--- src/rtl/pipeline_stage_skid.sv ---
// Two-entry pipeline register with a skid slot. It gives a registered in_ready
// and full throughput, and keeps statistics on stall and flush cycles.
module pipeline_stage_skid #(
  parameter int                 DATA_W   = 128,
  parameter int                 CTRL_W   = 16,
  parameter logic [CTRL_W-1:0]  CTRL_NOP = '0,
  parameter int                 CNT_W    = 16
) (
  input  logic              clk,
  input  logic              rst,
  input  logic              flush,
  input  logic              in_valid,
  output logic              in_ready,
  input  logic [DATA_W-1:0] in_data,
  input  logic [CTRL_W-1:0] in_ctrl,
  output logic              out_valid,
  input  logic              out_ready,
  output logic [DATA_W-1:0] out_data,
  output logic [CTRL_W-1:0] out_ctrl,
  output logic [CNT_W-1:0]  stall_cnt,
  output logic [CNT_W-1:0]  flush_cnt
);

  typedef enum logic [1:0] {
    EMPTY = 2'd0,
    ONE   = 2'd1,
    FULL  = 2'd2
  } state_t;

  state_t            state_q, state_d;
  logic              in_ready_q, in_ready_d;
  logic [DATA_W-1:0] m_data_q, m_data_d;
  logic [CTRL_W-1:0] m_ctrl_q, m_ctrl_d;
  logic [DATA_W-1:0] s_data_q, s_data_d;
  logic [CTRL_W-1:0] s_ctrl_q, s_ctrl_d;
  logic [CNT_W-1:0]  stall_cnt_q, stall_cnt_d;
  logic [CNT_W-1:0]  flush_cnt_q, flush_cnt_d;

  logic m_valid;
  logic accept;
  logic drain;

  assign m_valid = (state_q != EMPTY);
  assign accept  = in_valid & in_ready_q;
  assign drain   = m_valid & out_ready;

  always_comb begin
    state_d  = state_q;
    m_data_d = m_data_q;
    m_ctrl_d = m_ctrl_q;
    s_data_d = s_data_q;
    s_ctrl_d = s_ctrl_q;

    unique case (state_q)
      EMPTY: begin
        if (accept) begin
          state_d  = ONE;
          m_data_d = in_data;
          m_ctrl_d = in_ctrl;
        end
      end
      ONE: begin
        if (accept && drain) begin
          m_data_d = in_data;
          m_ctrl_d = in_ctrl;
        end else if (accept) begin
          state_d  = FULL;
          s_data_d = in_data;
          s_ctrl_d = in_ctrl;
        end else if (drain) begin
          state_d = EMPTY;
        end
      end
      FULL: begin
        if (drain) begin
          state_d  = ONE;
          m_data_d = s_data_q;
          m_ctrl_d = s_ctrl_q;
        end
      end
      default: state_d = EMPTY;
    endcase

    // A flush leaves the payload registers alone; the EMPTY state masks them.
    if (flush) begin
      state_d  = EMPTY;
      m_data_d = m_data_q;
      m_ctrl_d = m_ctrl_q;
      s_data_d = s_data_q;
      s_ctrl_d = s_ctrl_q;
    end

    // The ready signal is registered, so it is derived from the next state.
    in_ready_d = (state_d != FULL);
  end

  always_comb begin
    stall_cnt_d = stall_cnt_q;
    flush_cnt_d = flush_cnt_q;
    if (m_valid && !out_ready && (stall_cnt_q != {CNT_W{1'b1}}))
      stall_cnt_d = stall_cnt_q + CNT_W'(1);
    if (flush && m_valid && (flush_cnt_q != {CNT_W{1'b1}}))
      flush_cnt_d = flush_cnt_q + CNT_W'(1);
  end

  always_ff @(posedge clk or posedge rst) begin
    if (rst) begin
      state_q     <= EMPTY;
      in_ready_q  <= 1'b0;
      m_data_q    <= '0;
      m_ctrl_q    <= '0;
      s_data_q    <= '0;
      s_ctrl_q    <= '0;
      stall_cnt_q <= '0;
      flush_cnt_q <= '0;
    end else begin
      state_q     <= state_d;
      in_ready_q  <= in_ready_d;
      m_data_q    <= m_data_d;
      m_ctrl_q    <= m_ctrl_d;
      s_data_q    <= s_data_d;
      s_ctrl_q    <= s_ctrl_d;
      stall_cnt_q <= stall_cnt_d;
      flush_cnt_q <= flush_cnt_d;
    end
  end

  assign in_ready  = in_ready_q;
  assign out_valid = m_valid;
  assign out_data  = m_valid ? m_data_q : '0;
  assign out_ctrl  = m_valid ? m_ctrl_q : CTRL_NOP;
  assign stall_cnt = stall_cnt_q;
  assign flush_cnt = flush_cnt_q;

endmodule

--- config.mk ---
export PLATFORM = sky130hd
export DESIGN_NAME = pipeline_stage_skid
export DESIGN_NICKNAME = d
export VERILOG_FILES = /design/src/rtl/pipeline_stage_skid.sv
export SDC_FILE = /design/constraint.sdc
export NUM_CORES = 1
export LEC_CHECK = 0
export ABC_AREA = 0
export CAP_MARGIN = 5
export CORE_ASPECT_RATIO = 0.6
export CORE_MARGIN = 1
export CORE_UTILIZATION = 52
export CTS_BUF_LIST = sky130_fd_sc_hd__clkbuf_8
export CTS_CLUSTER_SIZE = 14
export DETAILED_ROUTE_END_ITERATION = 12
export MAX_ROUTING_LAYER = met4
export PLACE_DENSITY = 0.89
export RECOVER_POWER = 25
export SETUP_SLACK_MARGIN = 0.2
export SLEW_MARGIN = 30
export SYNTH_ARGS = -nofsm -noshare
export SYNTH_HDL_FRONTEND = slang
export SYNTH_SLANG_ARGS = --single-unit
--- constraint.sdc ---
create_clock -name clk -period 14.1 [get_ports clk]
set_clock_uncertainty 0.2 [all_clocks]
set_input_delay 1.41 -clock clk [delete_from_list [all_inputs] [get_ports clk]]
set_output_delay 1.41 -clock clk [all_outputs]
set_load 0.005 [all_outputs]
==> qor.csv, run 1 <==
metric,value,unit
status,"complete, but fails checks",
violated_checks,"capacitance limit, slew limit",
cell_family_with_most_cp_delay,buffers and inverters,
yosysTopAreaCellShare,0.5640,
place_ws,8.901,ns
start_util,0.5354,
routability_congestion_estimate_from_global_placement,0.8635,
synth-edff-count,0,
grt_first_pass_wirelength,58180,um
timing.critical_path.slowest_stage_cell,sky130_fd_sc_hd__clkinvlp_2,
share_clk_of_total_power,0.299,
synth_cell_type_count,35,
clock.fmax,144.6,MHz
global_route.usage.total,0.2671,
regToRegSetupSlack,9.89,ns
via_count_of_the_first_global_routing_pass,11170,
antenna_found_initial,4,
postSynthCellCount,1403,
worst_ep_arrival_time,6.88,ns
endpoint_kind,asynchronous set/reset pin,
floorplan.die_area,0.02825,mm^2
timing.final.max_slew_violations,168,
global_route.overflow_total,0,
switching_share,0.2688,
dp_hpwl,23350,um
timing.max_cap.violations,2,
clock_insertion_delay_worst_skew,0.55,ns
worst_hold_startpoint,stall_cnt[15],
area.growth.synth_to_final,30.71,%
fin_setup_tns,0,ns
layout_worst_path_cycle_share,0.4904,
grt_setup_unrepaired,no,
setup_viol,0,
power_leakage,8.084,nW
irDropWorstVdd,0.1506,mV
num-nets-final,1844,
ys.flop_type,sky130_fd_sc_hd__dfrtp_1,
internal-power,1.909,mW
number_of_warnings_printed_during_yosys_synthesis,0,
most_common_library_cell_in_the_layout_ignoring_fill_and_taps,sky130_fd_sc_hd__dfrtp_1,
ys_seq_area_frac,0.5640,
cts_clock_pin_slew_for_the_worst_setup_and_hold_paths,0.06,ns
yosysTopAreaCell,sky130_fd_sc_hd__dfrtp_1,
hold-path-cell-count,1,
slew-limit-headroom,-2.585,
commonest_cells_after_routing_fill_and_taps_aside,"sky130_fd_sc_hd__dfrtp_1 (323), sky130_fd_sc_hd__clkdlybuf4s50_1 (321), sky130_fd_sc_hd__nand2_1 (302)",
nFillCells,1906,
routed_wire_length_per_instance,17.77,um
finalInstanceArea,0.01873,mm^2
crit-reg2reg-capture,m_data_q[20],
area.sequential,0.008083,mm^2
drtIter0Drc,1012,
power,2.611,mW
power.density,139.4,mW/mm^2
cts_post_setup_buffers_inserted,0,
r2r_cells,7,
port-buffer-count,326,
ys_async_sr_fraction,1.000,
min_to,stall_cnt[15],
clk_root_buffer_cell,sky130_fd_sc_hd__clkbuf_8,
post_drt_via_cell_ratio,5.470,
tightestPinTransition,5.348,ns
clkSinkCount,323,
final-hold-violation-count,0,
maximum_number_of_pins_on_one_net_before_global_route_repair,160,
core-area,0.02676,mm^2
critical_path.cell_chain,dlygate4sd3_1 > clkinvlp_2 > clkbuf_1,
crit_buf_inv,3,
worst-endpoint-required,14.07,ns
top_usage_layer,met2,
cts_inserted_buffers,48,
use_met1,0.3432,
clockBufferDepth,3,
holdCritPathClass,reg2reg,
post_synth_instance_area,0.01433,mm^2
dr_total_vias,11430,
net_count_after_synthesis,1554,
share_comb_of_total_power,0.212,
io_pins,327,
die_h,130.6,um
setup.worst_path.start_class,input pin,
synthesis.area_per_instance,10.21,um^2
met3_usage,0.07315,
met2_usage,0.4129,
route.detailed.drc,0,
rows,46,
die_width,216.3,um
drive_above_1_share,0.1312,
htree_levels,2,
path_class,in2async,
ys_ff_latch,323,
period_minus_slack,6.915,ns
final_wirelength,37120,um
cts-hold-fix-buffers,0,
postCtsResizedCells,0,
cts_tree,yes,
cp_slowest_stage_delay,2.98,ns
placedInstanceArea,0.01776,mm^2
critical_path.max_fanout,121,
multi_input_area,0.005831,mm^2
power.share.sequential,0.489,
antenna_left,0,
power_switching,0.7018,mW
layout_setup_ws,7.185,ns
drt_pre_antenna_iters,5,
reg2reg_from,state_q[0],
netlist_top_cells_area,"sky130_fd_sc_hd__dfrtp_1 (56%), sky130_fd_sc_hd__mux2_2 (11%), sky130_fd_sc_hd__nand2_1 (7.9%), sky130_fd_sc_hd__a31oi_1 (6.4%), sky130_fd_sc_hd__and2_1 (6.3%)",
per-stage QoR:
stage,hold WS [ns],cells,util
after floorplan,0.2792,1403,-
after global placement,0.2860,2003,0.6633
after detailed placement,0.2923,2003,0.6635
after CTS,0.3060,2083,0.7000
after global routing,0.3144,2087,0.6997
final,0.3035,2089,0.6999
how the worst max path moves through the flow:
stage | cells past startpoint | startpoint | end
3_5_place_dp | 8 | out_ready | m_data_q[20]
5_1_grt | 3 | rst | m_ctrl_q[11]
4_1_cts | 4 | state_q[1] | out_data[49]
3_3_place_gp | 8 | out_ready | m_data_q[125]
2_1_floorplan | 1 | rst | flush_cnt[0]
6_report | 3 | rst | s_ctrl_q[14]
flip-flops by register name (all words and copies together) (netlist names):
register / count
s_ctrl_q: 16
stall_cnt: 16
m_data_q: 128
s_data_q: 128
flush_cnt: 16
m_ctrl_q: 16
state_q: 2
in_ready: 1
worst register-to-register path, delay by kind of cell, from the launching register on:
kind,cells,cell delay [ns]
AO/OA/AOI/OAI,2,1.33
flip-flops,1,0.48
buffers and inverters,2,1.46
AND/OR/NAND/NOR,3,0.65
power groups by stage:
stage | clock network (mW) | logic (mW) | registers [mW]
after floorplan | 0 | 0.314 | 1.25
after global placement | 0 | 0.533 | 1.27
after detailed placement | 0 | 0.556 | 1.29
after CTS | 0.799 | 0.561 | 1.27
after global routing | 0.838 | 0.607 | 1.30
final | 0.780 | 0.554 | 1.28
cell usage after synthesis (2+ instances only):
master and number:
sky130_fd_sc_hd__and4_1 5, sky130_fd_sc_hd__nand2_1 302, sky130_fd_sc_hd__buf_2 47, sky130_fd_sc_hd__and2_1 144, sky130_fd_sc_hd__dfrtp_1 323, sky130_fd_sc_hd__a21oi_1 3, sky130_fd_sc_hd__ha_1 2, sky130_fd_sc_hd__nand3b_1 2
sky130_fd_sc_hd__nand4_1 9, sky130_fd_sc_hd__inv_1 2, sky130_fd_sc_hd__xor2_1 11, sky130_fd_sc_hd__nor2_1 159, sky130_fd_sc_hd__or2_2 2, sky130_fd_sc_hd__mux2_2 146, sky130_fd_sc_hd__a31oi_1 146, sky130_fd_sc_hd__nor3_1 4
sky130_fd_sc_hd__and3_1 4, sky130_fd_sc_hd__xnor2_1 16, sky130_fd_sc_hd__nand2b_1 3, sky130_fd_sc_hd__nor2b_1 2, sky130_fd_sc_hd__clkbuf_1 48, sky130_fd_sc_hd__nand3_1 10
layout make-up:
| class | count | share of cell area |
|---|---|---|
| multi-input cells | 982 | 0.3113 |
| flip-flops and latches | 323 | 0.4315 |
| clock inverters | 18 | 0.006546 |
| inverters | 2 | 0.0004676 |
| repair buffers | 336 | 0.1798 |
| well taps | 360 | 0.02405 |
| clock buffers | 62 | 0.04556 |
| diodes | 6 | 0.0008016 |
cell families (layout without fill, tap and decap cells):
kind of cell	count (synthesis)	in the layout	share of synthesized area
AND/OR/NAND/NOR	649	649	0.2028
flip-flops	323	323	0.5640
AO/OA/AOI/OAI	157	157	0.06941
multiplexers	147	147	0.1154
buffers and inverters	98	418	0.03004
XOR/XNOR	27	27	0.01650
adder cells (fa/ha/maj)	2	2	0.001746
other	0	6	0
routing by layer:
layer / up-vias / routed length (um)
li1: 5292 / -
met1: 5644 / 15700
met2: 405 / 17370
met3: 86 / 2962
met4: 0 / 1088
met5: - / 0
(Power assumes the default switching activity.)
==> inputs of run 2 (changes only) <==
clock period = 6.6 ns   (was 14.1 ns; I/O delays follow)
==> qor.csv, run 2 (synthesis gave the netlist of run 1 again) <==
metric,value,unit,change
irDropWorstVdd,0.2177,mV,+45%
floorplan.die_area,0.02825,mm^2,unchanged
post_drt_via_cell_ratio,5.482,,+0.21%
layout_worst_path_cycle_share,0.6620,,
path_class,in2async,,
fin_setup_tns,0,ns,unchanged
dp_hpwl,23730,um,+1.6%
maximum_number_of_pins_on_one_net_before_global_route_repair,178,,+11%
clock_insertion_delay_worst_skew,0.56,ns,about the same
die_h,130.6,um,unchanged
timing.final.max_slew_violations,220,,+31%
cp_slowest_stage_delay,2.31,ns,-0.67 ns
nFillCells,1902,,-0.21%
global_route.overflow_total,0,,unchanged
grt_setup_unrepaired,no,,
setup.worst_path.start_class,input pin,,
global_route.usage.total,0.2693,,+0.002169
cts_clock_pin_slew_for_the_worst_setup_and_hold_paths,0.06,ns,about the same
timing.critical_path.slowest_stage_cell,sky130_fd_sc_hd__clkbuf_1,,
violated_checks,"capacitance limit, slew limit",,
critical_path.cell_chain,dlygate4sd3_1 > clkinvlp_2 > clkbuf_1,,
via_count_of_the_first_global_routing_pass,11210,,+0.31%
worst_ep_arrival_time,4.12,ns,-2.76 ns
die_width,216.3,um,unchanged
clockBufferDepth,3,,unchanged
period_minus_slack,4.369,ns,
tightestPinTransition,3.193,ns,-2.155 ns
holdCritPathClass,reg2reg,,
clkSinkCount,323,,unchanged
critical_path.max_fanout,57,,-53%
grt_first_pass_wirelength,58640,um,+0.78%
cts_post_setup_buffers_inserted,0,,unchanged
status,"complete, but fails checks",,
routability_congestion_estimate_from_global_placement,0.8580,,-0.64%
cts_tree,yes,,
drtIter0Drc,967,,-4.4%
clk_root_buffer_cell,sky130_fd_sc_hd__clkbuf_8,,
port-buffer-count,326,,unchanged
power,5.538,mW,+110%
power_leakage,8.102,nW,+0.22%
top_flop_regs,"m_data_q: 128 flops, s_data_q: 128 flops",,
final_wirelength,37570,um,+1.2%
setup_viol,0,,unchanged
rows,46,,unchanged
commonest_cells_after_routing_fill_and_taps_aside,"sky130_fd_sc_hd__dfrtp_1 (323), sky130_fd_sc_hd__clkdlybuf4s50_1 (323), sky130_fd_sc_hd__nand2_1 (302)",,
io_pins,327,,unchanged
route.detailed.drc,0,,unchanged
cts-hold-fix-buffers,0,,unchanged
slew-limit-headroom,-1.129,,+1.456
drt_pre_antenna_iters,5,,unchanged
power.density,295.1,mW/mm^2,+110%
antenna_found_initial,5,,+1
postCtsResizedCells,0,,unchanged
clock.fmax,228.9,MHz,
routed_wire_length_per_instance,17.90,um,+0.72%
htree_levels,2,,unchanged
worst-endpoint-required,6.35,ns,-7.72 ns
core-area,0.02676,mm^2,unchanged
drive_above_1_share,0.1339,,+0.002783
antenna_left,0,,unchanged
cts_inserted_buffers,49,,+2.1%
area.growth.synth_to_final,30.98,%,
endpoint_kind,asynchronous set/reset pin,,
num-nets-final,1848,,+0.22%
start_util,0.5354,,unchanged
timing.max_cap.violations,3,,+1
final-hold-violation-count,0,,unchanged
dr_total_vias,11510,,+0.69%
-- run 2: cell types whose count changed in the layout (fill, tap and decap cells not counted), moves of 2 or more --
cell,delta
sky130_fd_sc_hd__bufinv_16,-2
sky130_fd_sc_hd__dlygate4sd3_1,-2
sky130_fd_sc_hd__clkdlybuf4s50_1,+2
sky130_fd_sc_hd__inv_1,+2
sky130_fd_sc_hd__clkinv_2,+4
-- run 2: cell type report --
type | instances | area, um^2 | share of cell area
diodes | 7 | 17.52 | 0.0009333
clock buffers | 62 | 853.3 | 0.04546
clock inverters | 24 | 106.4 | 0.005666
inverters | 2 | 8.758 | 0.0004666
multi-input cells | 982 | 5834 | 0.3108
flip-flops and latches | 323 | 8083 | 0.4306
well taps | 360 | 450.4 | 0.02400
repair buffers | 339 | 3416 | 0.1820
-- run 2: worst paths after layout --
kind                       cells after the start          start            end  slack, ns
setup / recovery                               3            rst   m_data_q[95]       2.23
hold / removal                                 1  s_data_q[102]  s_data_q[102]       0.31
setup reg to reg                               4     state_q[0]   m_data_q[32]       2.73
hold reg to reg                                1  s_data_q[102]  s_data_q[102]       0.31
max in group clk                               5     state_q[1]  out_data[121]       2.64
min in group asynchronous                      2            rst   stall_cnt[9]       0.50
-- run 2: layer usage --
metal  track usage  wire, um
met2        0.4133     17690
met3       0.07199      2970
met4       0.08865       985
met5             -         0
met1        0.3497     15920
-- run 2: critical path, delay by kind of cell --
kind     cells  cell delay [ns]
buf+inv      3             3.42
-- run 2: where the power goes --
group	leakage (nW)	internal [mW]	switching [mW]
logic	3.73	0.716	0.465
clock network	0.559	0.843	0.778
registers	3.82	2.46	0.281
total	8.10	4.01	1.52
-- run 2: through the flow --
step	cell area (um^2)	util	hold slack, ns	setup WS (ns)	instances
after floorplan	14330	-	0.2792	1.431	1403
after global placement	17770	0.6641	0.2856	3.073	2003
after detailed placement	17790	0.6649	0.2893	3.023	2004
after CTS	18750	0.7007	0.2862	2.434	2090
after global routing	18760	0.7011	0.3125	1.562	2097
final	18770	0.7013	0.3056	2.231	2099
